<file path="src/rtl/sinc_post_proc.sv">
// SINC3 post-processing: offset removal, Q2.14 gain with saturation, over-range trip detect, FWFT output FIFO.
// Latency: sample strobed on edge k is written to the FIFO on edge k+2 and visible on DOUT the cycle after.
// Backpressure: DOUT_RDY only pops the FIFO; the pipeline never stalls, a write into a full FIFO without a pop is dropped and sets OVF.
module sinc_post_proc #(
  parameter int FIFO_DEPTH = 4,
  parameter int TRIP_CNT   = 3
) (
  input  logic                          MCLK,
  input  logic                          RST,
  input  logic [15:0]                   DIN,
  input  logic                          DIN_VLD,
  input  logic [15:0]                   OFFSET,
  input  logic [15:0]                   GAIN,
  input  logic [15:0]                   THRESH,
  input  logic                          FAULT_CLR,
  output logic [15:0]                   DOUT,
  output logic                          DOUT_VLD,
  input  logic                          DOUT_RDY,
  output logic                          FAULT,
  output logic                          OVF,
  output logic [$clog2(FIFO_DEPTH):0]   FIFO_CNT
);

  localparam int AW = $clog2(FIFO_DEPTH);
  localparam int CW = AW + 1;
  localparam logic [CW-1:0] FULL_CNT = CW'(FIFO_DEPTH);
  localparam logic [3:0]    TRIP_MAX = 4'(TRIP_CNT);

  // pipeline registers
  logic        s1_vld;
  logic [15:0] d1;
  logic        s2_vld;
  logic [15:0] d2;

  // FIFO storage and pointers
  logic [15:0]   mem [FIFO_DEPTH];
  logic [AW-1:0] wptr;
  logic [AW-1:0] rptr;
  logic [CW-1:0] cnt;

  logic [3:0]  trip;

  logic [15:0] d1_nxt;
  logic [31:0] scaled;
  logic [15:0] d2_nxt;
  logic        pop;
  logic        full;
  logic        push;
  logic        drop;
  logic        hit;
  logic [3:0]  trip_inc;
  logic        reach;

  // clamp negative offset results to zero; scale the full 32-bit product back by 2^14 and saturate
  always_comb begin
    d1_nxt   = (DIN >= OFFSET) ? (DIN - OFFSET) : 16'h0000;
    scaled   = (32'(d1) * 32'(GAIN)) >> 14;
    d2_nxt   = (scaled > 32'h0000_FFFF) ? 16'hFFFF : scaled[15:0];
    pop      = (cnt != '0) && DOUT_RDY;
    full     = (cnt == FULL_CNT);
    push     = s2_vld && (!full || pop);
    drop     = s2_vld && full && !pop;
    hit      = (d2 > THRESH);
    trip_inc = (trip == TRIP_MAX) ? TRIP_MAX : trip + 4'd1;
    reach    = s2_vld && hit && (trip_inc == TRIP_MAX);
  end

  // stage 1: capture and offset-correct each strobed sample
  always_ff @(posedge MCLK) begin
    if (RST) begin
      s1_vld <= 1'b0;
      d1     <= 16'h0000;
    end else begin
      s1_vld <= DIN_VLD;
      if (DIN_VLD) d1 <= d1_nxt;
    end
  end

  // stage 2: apply gain with the GAIN value present at this stage
  always_ff @(posedge MCLK) begin
    if (RST) begin
      s2_vld <= 1'b0;
      d2     <= 16'h0000;
    end else begin
      s2_vld <= s1_vld;
      if (s1_vld) d2 <= d2_nxt;
    end
  end

  // FIFO storage write; contents behind the read pointer are don't-care
  always_ff @(posedge MCLK) begin
    if (push) mem[wptr] <= d2;
  end

  // FIFO pointers, occupancy and sticky overflow
  always_ff @(posedge MCLK) begin
    if (RST) begin
      wptr <= '0;
      rptr <= '0;
      cnt  <= '0;
      OVF  <= 1'b0;
    end else begin
      if (push) wptr <= wptr + 1'b1;
      if (pop)  rptr <= rptr + 1'b1;
      case ({push, pop})
        2'b10:   cnt <= cnt + 1'b1;
        2'b01:   cnt <= cnt - 1'b1;
        default: cnt <= cnt;
      endcase
      if (drop) OVF <= 1'b1;
    end
  end

  // trip counter and sticky fault; reaching the limit beats a simultaneous clear
  always_ff @(posedge MCLK) begin
    if (RST) begin
      trip  <= 4'd0;
      FAULT <= 1'b0;
    end else if (reach) begin
      trip  <= TRIP_MAX;
      FAULT <= 1'b1;
    end else if (FAULT_CLR) begin
      trip  <= 4'd0;
      FAULT <= 1'b0;
    end else if (s2_vld) begin
      trip  <= hit ? trip_inc : 4'd0;
    end
  end

  // head of FIFO is driven from registered state only, never from DOUT_RDY
  always_comb begin
    DOUT_VLD = (cnt != '0);
    DOUT     = DOUT_VLD ? mem[rptr] : 16'h0000;
    FIFO_CNT = cnt;
  end

endmodule

</file>
<file path="config.mk">
export PLATFORM = sky130hd
export DESIGN_NAME = sinc_post_proc
export DESIGN_NICKNAME = d
export VERILOG_FILES = /design/src/rtl/sinc_post_proc.sv
export SDC_FILE = /design/constraint.sdc
export NUM_CORES = 1
export LEC_CHECK = 0
export ABC_CLOCK_PERIOD_IN_PS = 11800
export BUFFER_PORTS_ARGS = -buffer_cell sky130_fd_sc_hd__clkbuf_2
export CORE_MARGIN = 3
export CORE_UTILIZATION = 55
export DETAILED_ROUTE_END_ITERATION = 10
export GPL_ROUTABILITY_DRIVEN = 0
export PLACE_DENSITY = 0.73
export SYNTH_ARGS = -nofsm -noshare
export SYNTH_HDL_FRONTEND = slang
export SYNTH_SLANG_ARGS = --single-unit
</file>
<file path="constraint.sdc">
create_clock -name MCLK -period 11.8 [get_ports MCLK]
set_clock_uncertainty 0.1 [all_clocks]
set_input_delay 0 -clock MCLK [delete_from_list [all_inputs] [get_ports MCLK]]
set_output_delay 0 -clock MCLK [all_outputs]
set_load 0.005 [all_outputs]
</file>
---- Yosys cells after proc, flatten, opt, wreduce, memory -nomap -nowiden ----
Memories as Yosys holds them, arrays and structs flattened. A register that Yosys moved wholly into a read port is not among the register bits.
Index checks and enable logic that the tools add are counted.
word-level totals
  register bits after elaboration ......... 47
  RAM bits ................................ 64
  input bits .............................. 69
  output and inout bits ................... 22
  logic and storage cells ................. 56
  memories kept ........................... 1
memories
  name  depth  width  read ports  clocked after Yosys merged registers in  wr ports  line  text
  mem   4      16     1           1                                        1         36    logic [15:0] mem [FIFO_DEPTH];
cells by class
  add/sub/neg operators ................... 6
  multiply operators ...................... 1
  $lt $le $gt $ge ......................... 3
  eq/ne operators ......................... 5
  multiplexer cells ....................... 15
  reduce and logical (&&, ||, !) cells .... 14
operators by type and width
  cell                                                                     number
  16-bit 2-to-1 mux                                                        3
  16-bit by 16-bit multiplier with 32-bit output                           1
  18-bit by 16-bit > comparator with 1-bit output (second input constant)  1
  16-bit greater-or-equal comparator                                       1
  16-bit > comparator                                                      1
  16-bit subtractor                                                        1
  2-bit 2-to-1 mux                                                         5
  4-bit by 2-bit == test with 1-bit output (second input constant)         2
  4-bit 2-to-1 mux                                                         2
  1-bit logical AND                                                        6
  3-bit case mux with 2 select lines                                       1
  3-bit nonzero test                                                       2
  2-bit by 1-bit adder with 2-bit output (second input constant)           2
  4-bit by 1-bit adder with 4-bit output (second input constant)           1
  1-bit 2-to-1 mux                                                         4
  2-bit nonzero test                                                       2
  3-bit by 1-bit adder with 3-bit output (second input constant)           1
  3-bit == test (second input constant)                                    1
  3-bit OR reduction                                                       1
  3-bit by 1-bit subtractor with 3-bit output (second input constant)      1
  2-bit by 1-bit == test with 1-bit output (second input constant)         1
  2-bit == test (second input constant)                                    1
  1-bit logical NOT                                                        2
  1-bit logical OR                                                         1

---- Logic depth before layout (Yosys ltp) ----
Gate-level depths: netlist of run 1.
  depth after elaboration ................. 6
  gate-level depth with buffers ........... 24
  depth with buffers taken out ............ 22

---- Worst setup path before layout of run 1 ----
Ideal clock, no wire load.
  kind .................................... reg2reg
  start ................................... register d1[8]
  end ..................................... register d2[11]
  setup time .............................. 0.156 ns
  data arrival time ....................... 5.935 ns
  data required time ...................... 11.544 ns
  setup slack ............................. 5.609 ns
  stages on the path, launching flop included .. 22
  buffers on the path ..................... 2
  clock period less this slack ............ 6.191 ns
  path through ............................ dfxtp_1 clkbuf_1 nand2_1 fa_1 inv_1 fa_1 fa_1 fa_1 fa_1 inv_1 fa_1 inv_1 ha_1 and4_1 and2_1 a22o_1 a21oi_2 o21ai_2 o221ai_4 mux2i_2 buf_6 a311oi_2
on the way
  cells in the longest elaborated chain, start to end .. 3
ends and longest elaborated chain
  element                                           line  text
  start: declaration                                31    logic [15:0] d1;
  start signal: assignment                          75    if (DIN_VLD) d1 <= d1_nxt;
  16-bit by 16-bit multiplier with 32-bit output *  57    scaled = (32'(d1) * 32'(GAIN)) >> 14;
  18-bit by 16-bit > comparator with 1-bit output   58    d2_nxt = (scaled > 32'h0000_FFFF) ? 16'hFFFF : scaled[15:0];
  16-bit 2-to-1 mux *                               58
  end signal: assignment                            86    if (s1_vld) d2 <= d2_nxt;
  end: declaration                                  33    logic [15:0] d2;
Mark *: on every way between the ends. The rest lies on a longest branch, timed or not.
A chain may end at the register's enable or synchronous reset.

---- Final worst setup path of run 1 ----
  start ................................... register d1[9]
  end ..................................... register d2[5]
The elaborated chain is that of the path after synthesis.

==> flow_summary_export.csv, run 1 <==
group,metric,value,unit
yosys,yosysTopAreaCell,"fa_1",
drt,routed-via-count,9943,
yosys,synth_area_leaders,"fa_1 28%, edfxtp_1 14%, ha_1 13%",
timing,min_period,7.04,ns
drt,highest_layer,"met4",
power_and_ir_drop,p_per_area,107,nW/um^2
floorplanning,initial_core_util,56.3,%
critical_path,crit_type,"reg2reg",
global_routing,grt_start_max_net_pins,48,
yosys,syn_area,13800,sq um
timing,hold_viol_final,0,
placed_design,place.detailed.hpwl,23.5,mm
timing,relSlewSlack,24.9,%
floorplanning,fp.dieH,164,microns
timing,tns,0,ns
critical_path,crit_family,"adder cells",
clocking,clkLatencyLatePin,0.42,ns
placed_design,portBuffers,90,
critical_path,start_kind,"flip-flop",
floorplanning,die_w,164,microns
yosys,yosysWarnings,0,
critical_path,worstSetupStartpoint,"d1[9]",
cells_and_area,most-common-layout-cells,"277 x inv_1, 195 x fa_1, 164 x nand2_1",
critical_path,critPathRequiredTime,11.94,ns
power_and_ir_drop,vdd_drop_max,0.0000872,V
global_routing,antenna_found_initial,1,
drt,drtPass1Iterations,5,
timing,rsz0062_at_grt,"false",
critical_path,cp.arrival,7.19,ns
clocking,cts_tree,"yes",
critical_path,critPathBufInv,3,
power_and_ir_drop,power_leakage,0.00728,uW
cells_and_area,fillers,2055,
clocking,cts_hold_buf,8,
clocking,numCtsBuffers,17,
critical_path,worstPathCellList,"nand2_1, fa_1, inv_1, fa_1, fa_1, fa_1, fa_1, inv_1, fa_1, inv_1, ha_1, and4_1, and2_1, a22o_1, a21oi_2, o21ai_2, o221ai_4, mux2i_2, a311oi_2",
clocking,htreeDepth,4,
cells_and_area,area_growth,9.60,%
hold_path,worstHoldPathCells,5,
floorplanning,coreArea,24500,sq um
job,drv_cap,0,
hold_path,min_to,"d1[1]",
drt,wl_met3,1.86,mm
critical_path,reg2reg_depth,19,
timing,setup_viol,0,
timing,slew_viol_final,0,
floorplanning,io_pins,91,
critical_path,slowest_stage,"mux2i_2",
clocking,cts_setup_buffers,0,
drt,met2WireLength,14.6,mm
critical_path,timing.rr.end,"d2[5]",
timing,fin_ws,4.76,ns
yosys,synth-async-reset-ratio,0,%
clocking,clock_path_buffers,2,
drt,m1WireLength,13.4,mm
critical_path,cp_slowest_stage_delay,0.82,ns
floorplanning,rows,57,
global_routing,grt_use_total,24.4,%
yosys,synth-edff-count,64,
timing,finalCritPeriodShare,59.7,%
clocking,clk_pin_slew,0.06,ns
yosys,synthFlopType,"edfxtp_1",
yosys,synth_cell_types,63,
cells_and_area,drive_gt1_share,10.7,%
critical_path,crit_cells,19,
cells_and_area,utilization,61.7,%
critical_path,r2r-start,"d1[9]",
yosys,ys_ff_latch,113,
cells_and_area,antenna_cells,0,
floorplanning,die-area,27000,sq um
power_and_ir_drop,fin_total_pwr,1620,uW
critical_path,rrSetupSlack,4.76,ns
drt,via_per_inst,5.46,
yosys,yosys.area.top_type_share,28.4,%
placed_design,post-place-ws,4.76,ns
yosys,synth.avg_cell_area,9.73,sq um
clocking,cts_sinks,113,
clocking,root_buffer,"clkbuf_16",
yosys,yosysSeqAreaShare,21.1,%
critical_path,cp-end-kind,"flip-flop",
timing,tightestPinTransition,1.12,ns
drt,finalWirelength,30.5,mm
hold_path,worst_hold_startpoint,"OFFSET[1]",
drt,antenna_left,0,
drt,drt_iter0_drc,570,
global_routing,grt_pass1_vias,10600,
drt,wl_per_cell,16.8,microns
hold_path,holdCritPathClass,"in2reg",
cells_and_area,nNetsFinal,1887,
global_routing,overflow,0,
clocking,cts_resized,0,
yosys,synthCells,1414,
outcome,status,"complete, no violations",
timing,fmax,142,MHz
cells_and_area,final_common_cell,"inv_1",
drt,remaining_drc_errors,0,
critical_path,cp_common_cell,"fa_1",
global_routing,grt_pass1_wl,52.1,mm
yosys,syn_nets,1817,
critical_path,critical_path.max_fanout,17,
routing by layer:
| metal | up-vias | GRT usage (%) |
|---|---|---|
| met5 | - | 0 |
| met4 | 0 | 6.42 |
| met3 | 53 | 3.81 |
| met2 | 360 | 41.7 |
| met1 | 4861 | 32.6 |
| li1 | 4669 | - |
layout make-up:
| class | instances | area [sq um] | share of cell area [%] |
|---|---|---|---|
| Sequential cell | 113 | 2900 | 19.2 |
| Tap cell | 324 | 405 | 2.69 |
| Timing Repair Buffer | 101 | 553 | 3.67 |
| Inverter | 277 | 1040 | 6.89 |
| Clock buffer | 18 | 429 | 2.85 |
| Multi-Input combinational cell | 974 | 9620 | 63.8 |
| Clock inverter | 14 | 131 | 0.871 |
state kept, by name, indices dropped and copies added, names as in the netlist, named ones only:
signal	flops
mem	64
d1	16
d2	16
trip	4
FIFO_CNT	3
rptr	2
wptr	2
FAULT	1
OVF	1
s1_vld	1
s2_vld	1
cell families (layout without fill, tap and decap cells):
logic type,after synthesis,after routing,synth area share [%]
muxes,19,19,2.86
AOI/OAI and AO/OA,162,162,8.69
DFF,113,113,21.1
buffers and inverters,327,410,8.99
adders and majority gates,334,334,41.0
and+or+nand+nor,427,427,15.3
xor gates and xnor gates,32,32,2.04
where the power goes:
group | internal (uW) | switching [uW]
clock network | 292 | 200
logic | 281 | 357
registers | 439 | 48.4
worst max-delay path by stage:
| stage | slack, ns | to |
|---|---|---|
| floorplan | 5.61 | d2[11] |
| global placement | 4.91 | d2[4] |
| detailed placement | 4.76 | d2[2] |
| CTS | 4.76 | d2[5] |
| global route | 4.35 | d2[3] |
| finish | 4.76 | d2[5] |
synthesized netlist by cell type, types with 2 or more instances:
master and number:
a211o_1 3, o211ai_1 3, o21a_1 9, nor2b_1 5
nand2b_1 7, nor2_1 59, nand3_1 11, and3_1 6
o21bai_1 3, inv_1 277, fa_1 195, a22oi_1 10
a21oi_1 36, ha_1 139, buf_2 2, mux4_2 16
a21o_1 20, nand3b_1 2, o21ai_0 25, or3_1 4
a311oi_1 6, a211oi_1 5, xnor2_1 19, xor2_1 13
and4_1 4, clkbuf_1 47, a21oi_2 3, o41ai_1 2
nor3_1 8, a31oi_1 7, nor4_1 2, a21boi_0 3
edfxtp_1 64, nand2_1 164, and2_1 140, dfxtp_1 49
a311oi_2 9, nand4_1 11, mux2i_1 2
stage by stage:
| stage | std cells | area, sq um | hold WS (ns) |
|---|---|---|---|
| floorplan | 1414 | 13800 | 0.0208 |
| global placement | 1781 | 14400 | 0.172 |
| detailed placement | 1781 | 14400 | 0.168 |
| CTS | 1821 | 15100 | 0.0111 |
| global route | 1821 | 15100 | 0.0286 |
| finish | 1821 | 15100 | 0.0115 |
worst register-to-register path, delay by kind of cell, from the launching register on:
family                     cells  cell delay (ns)
and+or+nand+nor                3             0.57
AOI/OAI and AO/OA              5             0.96
muxes                          1             0.82
buffers and inverters          3             0.14
adders and majority gates      7             3.52
DFF                            1             0.74
No activity file was read; power rests on OpenSTA's default activity.
==> run 2, diff against run 1 <==
--- a/config.mk
+++ b/config.mk
@@ -5,13 +5,14 @@
 export SDC_FILE = /design/constraint.sdc
 export NUM_CORES = 1
 export LEC_CHECK = 0
-export ABC_CLOCK_PERIOD_IN_PS = 11800
+export ABC_AREA = 1
+export ABC_CLOCK_PERIOD_IN_PS = 5950
 export BUFFER_PORTS_ARGS = -buffer_cell sky130_fd_sc_hd__clkbuf_2
 export CORE_MARGIN = 3
 export CORE_UTILIZATION = 55
 export DETAILED_ROUTE_END_ITERATION = 10
 export GPL_ROUTABILITY_DRIVEN = 0
-export PLACE_DENSITY = 0.73
+export PLACE_DENSITY = 0.76
 export SYNTH_ARGS = -nofsm -noshare
 export SYNTH_HDL_FRONTEND = slang
 export SYNTH_SLANG_ARGS = --single-unit
==> constraint.sdc (replaced) <==
create_clock -name MCLK -period 5.95 [get_ports MCLK]
set_clock_uncertainty 0.1 [all_clocks]
set_input_delay 0 -clock MCLK [delete_from_list [all_inputs] [get_ports MCLK]]
set_output_delay 0 -clock MCLK [all_outputs]
set_load 0.005 [all_outputs]
==> flow_summary_export.csv, run 2 <==
group,metric,value,unit
yosys,synth.avg_cell_area,7.33,sq um
drt,antenna_left,0,
hold_path,holdCritPathClass,"in2reg",
yosys,syn_nets,2480,
power_and_ir_drop,swShare,40.0,%
yosys,synth_cell_types,38,
timing,setup_viol,0,
power_and_ir_drop,seq_power_share,27.9,%
yosys,yosysSeqAreaShare,19.1,%
drt,drtPass1Iterations,8,
cells_and_area,multi_input_area,10100,sq um
timing,whs,0.0122,ns
cells_and_area,instances_no_fill,2533,
floorplanning,die-area,29700,sq um
job,drv_cap,0,
placed_design,placed_cells,2476,
cells_and_area,largest_register_ffs,64,
global_routing,overflow,0,
global_routing,grt_pass1_wl,62.1,mm
cells_and_area,antenna_cells,0,
cells_and_area,most-common-layout-cells,"543 x nand2_1, 529 x inv_1, 193 x fa_1",
power_and_ir_drop,internal_power,2010,uW
power_and_ir_drop,p_switching,1340,uW
global_routing,gr-usage-met3,3.84,%
timing,fmax,175,MHz
global_routing,antenna_found_initial,0,
timing,tns,0,ns
drt,finalWirelength,38.0,mm
cells_and_area,largest_register,"mem",
cells_and_area,drive_gt1_share,10.4,%
yosys,yosys.area.top_type_share,25.7,%
cells_and_area,regArea,2940,sq um
drt,routed-via-count,13100,
global_routing,grt_start_max_net_pins,39,
critical_path,cp-end-kind,"flip-flop",
drt,wl_per_cell,15.0,microns
floorplanning,rows,60,
placed_design,place.detailed.hpwl,29.2,mm
floorplanning,io_pins,91,
timing,hold_viol_final,0,
yosys,syn_area,15200,sq um
power_and_ir_drop,power_leakage,0.00962,uW
floorplanning,coreArea,27100,sq um
clocking,htreeDepth,4,
power_and_ir_drop,comb_power_share,40.9,%
critical_path,start_kind,"flip-flop",
cells_and_area,area_growth,11.7,%
timing,min_period,5.71,ns
critical_path,cp.arrival,5.92,ns
yosys,synth_most_common_cell,"nand2_1",
global_routing,grt_pass1_vias,13100,
floorplanning,fp.dieH,172,microns
cells_and_area,fillers,2314,
yosys,synthFlopType,"edfxtp_1",
critical_path,critical_path.max_fanout,11,
outcome,status,"complete, no violations",
yosys,yosysTopAreaCell,"fa_1",
yosys,ys_ff_latch,113,
global_routing,grt_use_total,26.4,%
clocking,cts_sinks,113,
global_routing,grt_use_met1,34.6,%
clocking,clock_path_buffers,2,
yosys,synth_commonest_cells,"553 x nand2_1, 530 x inv_1, 195 x fa_1",
clocking,clkLatencyLatePin,0.43,ns
cells_and_area,nNetsFinal,2551,
power_and_ir_drop,p_per_area,197,nW/um^2
placed_design,portBuffers,90,
power_and_ir_drop,vdd_drop_max,0.000184,V
global_routing,busiest_layer,"met2",
clocking,numCtsBuffers,17,
clocking,clk_pin_slew,0.06,ns
global_routing,met2_usage,45.4,%
timing,relSlewSlack,20.8,%
critical_path,critPathRequiredTime,6.16,ns
yosys,synth_area_leaders,"fa_1 26%, nand2_1 14%, inv_1 13%",
timing,finalCritPeriodShare,96.0,%
power_and_ir_drop,fin_total_pwr,3350,uW
clocking,cts_tree,"yes",
timing,tightestPinTransition,1.19,ns
cells_and_area,top_regs,"mem (64), d1 (16), d2 (16)",
cells_and_area,final_common_cell,"nand2_1",
yosys,yosysWarnings,0,
yosys,synthCells,2077,
critical_path,crit_type,"reg2reg",
floorplanning,initial_core_util,56.1,%
timing,slew_viol_final,0,
power_and_ir_drop,pwr-share-clk,31.1,%
drt,via_per_inst,5.17,
drt,drt_iter0_drc,1094,
yosys,synth-async-reset-ratio,0,%
clocking,root_buffer,"clkbuf_16",
floorplanning,die_w,172,microns
drt,remaining_drc_errors,0,
yosys,synth-edff-count,64,
-- run 2: changes by cell type after synthesis, sizes merged, moves of 15 or more --
| cell | previous run | this run |
|---|---|---|
| clkbuf | 47 | 72 |
| a311oi | 15 | 0 |
| mux4 | 16 | 0 |
| and2 | 140 | 2 |
| a21o | 20 | 5 |
| xnor2 | 19 | 3 |
| o21ai | 27 | 59 |
| a21oi | 39 | 95 |
| nand2 | 164 | 560 |
| inv | 277 | 533 |
| nor2 | 59 | 184 |
| nand3 | 11 | 57 |
-- run 2: power by group through the flow --
stage                     clock network [uW]  logic [uW]  registers, uW
after CTS                               1050        1300            935
after detailed placement                   0        1280            950
after global routing                    1080        1580            939
after global placement                     0        1250            948
final                                   1040        1370            935
after floorplan                            0         973            899
-- run 2: worst max-delay path: stages (launching register included) --
cell and delay (ns):
dfxtp_4 0.39, nand2_1 0.07, inv_1 0.07, fa_1 0.54
inv_1 0.06, fa_1 0.53, inv_1 0.05, fa_1 0.49
fa_1 0.52, fa_1 0.55, inv_1 0.05, fa_1 0.52
inv_1 0.04, ha_2 0.37, nand2_1 0.13, nor2_2 0.14
inv_1 0.08, nor3_1 0.17, nand2_1 0.10, nand3_1 0.10
nand2_2 0.10, inv_8 0.10, buf_8 0.14, nand3_2 0.07
nand2_1 0.08, inv_1 0.04
-- run 2: worst paths after layout --
| path | startpoint | to | slack [ns] | cells after the start |
|---|---|---|---|---|
| worst min-delay path | DIN[3] | d1[3] | 0.01 | 5 |
| worst max register to register | d1[5] | d2[10] | 0.24 | 25 |
| worst max-delay path | d1[5] | d2[10] | 0.24 | 25 |
| worst min register to register | OVF | OVF | 0.35 | 2 |
-- run 2: repair_timing --
| item | 4_1_cts | 5_1_grt |
|---|---|---|
| pin swaps | 0 | 3 |
| setup buffers | 0 | 11 |
| endpoints found under the hold margin | 18 | 0 |
| resized for setup | 4 | 56 |
| hold buffers | 13 | 0 |
| cloned | 0 | 1 |
| endpoints found under the setup margin | 16 | 16 |
-- run 2: kinds of logic after synthesis --
logic type | share of synthesized area (%)
adder cells (fa/ha/maj) | 37.1
flip-flops | 19.1
XOR/XNOR | 0.806
AND/OR/NAND/NOR | 21.9
AO/OA/AOI/OAI | 5.62
buffers and inverters | 15.5
-- run 2: through the flow --
step	utilization, %	setup slack [ns]	cell area, sq um
after global placement	58.9	-0.0173	16000
after detailed placement	58.9	-0.0589	16000
after CTS	61.6	0.0106	16700
after floorplan	-	0.198	15200
after global routing	62.7	-0.0167	17000
final	62.7	0.240	17000
-- run 2: per-layer routing --
layer  share of wire [%]  vias to the layer above
met5                   0                        -
met4                 2.5                        0
met3                 7.0                       87
met2                  49                      489
met1                  41                     6261
li1                    -                     6269
-- run 2: cell type report --
cell class                      instances  area share [%]
Clock inverter                         15            1.02
Clock buffer                           17            2.50
Timing Repair Buffer                  136            4.90
Multi-Input combinational cell       1345            59.6
Tap cell                              372            2.74
Sequential cell                       113            17.3
Inverter                              535            11.9
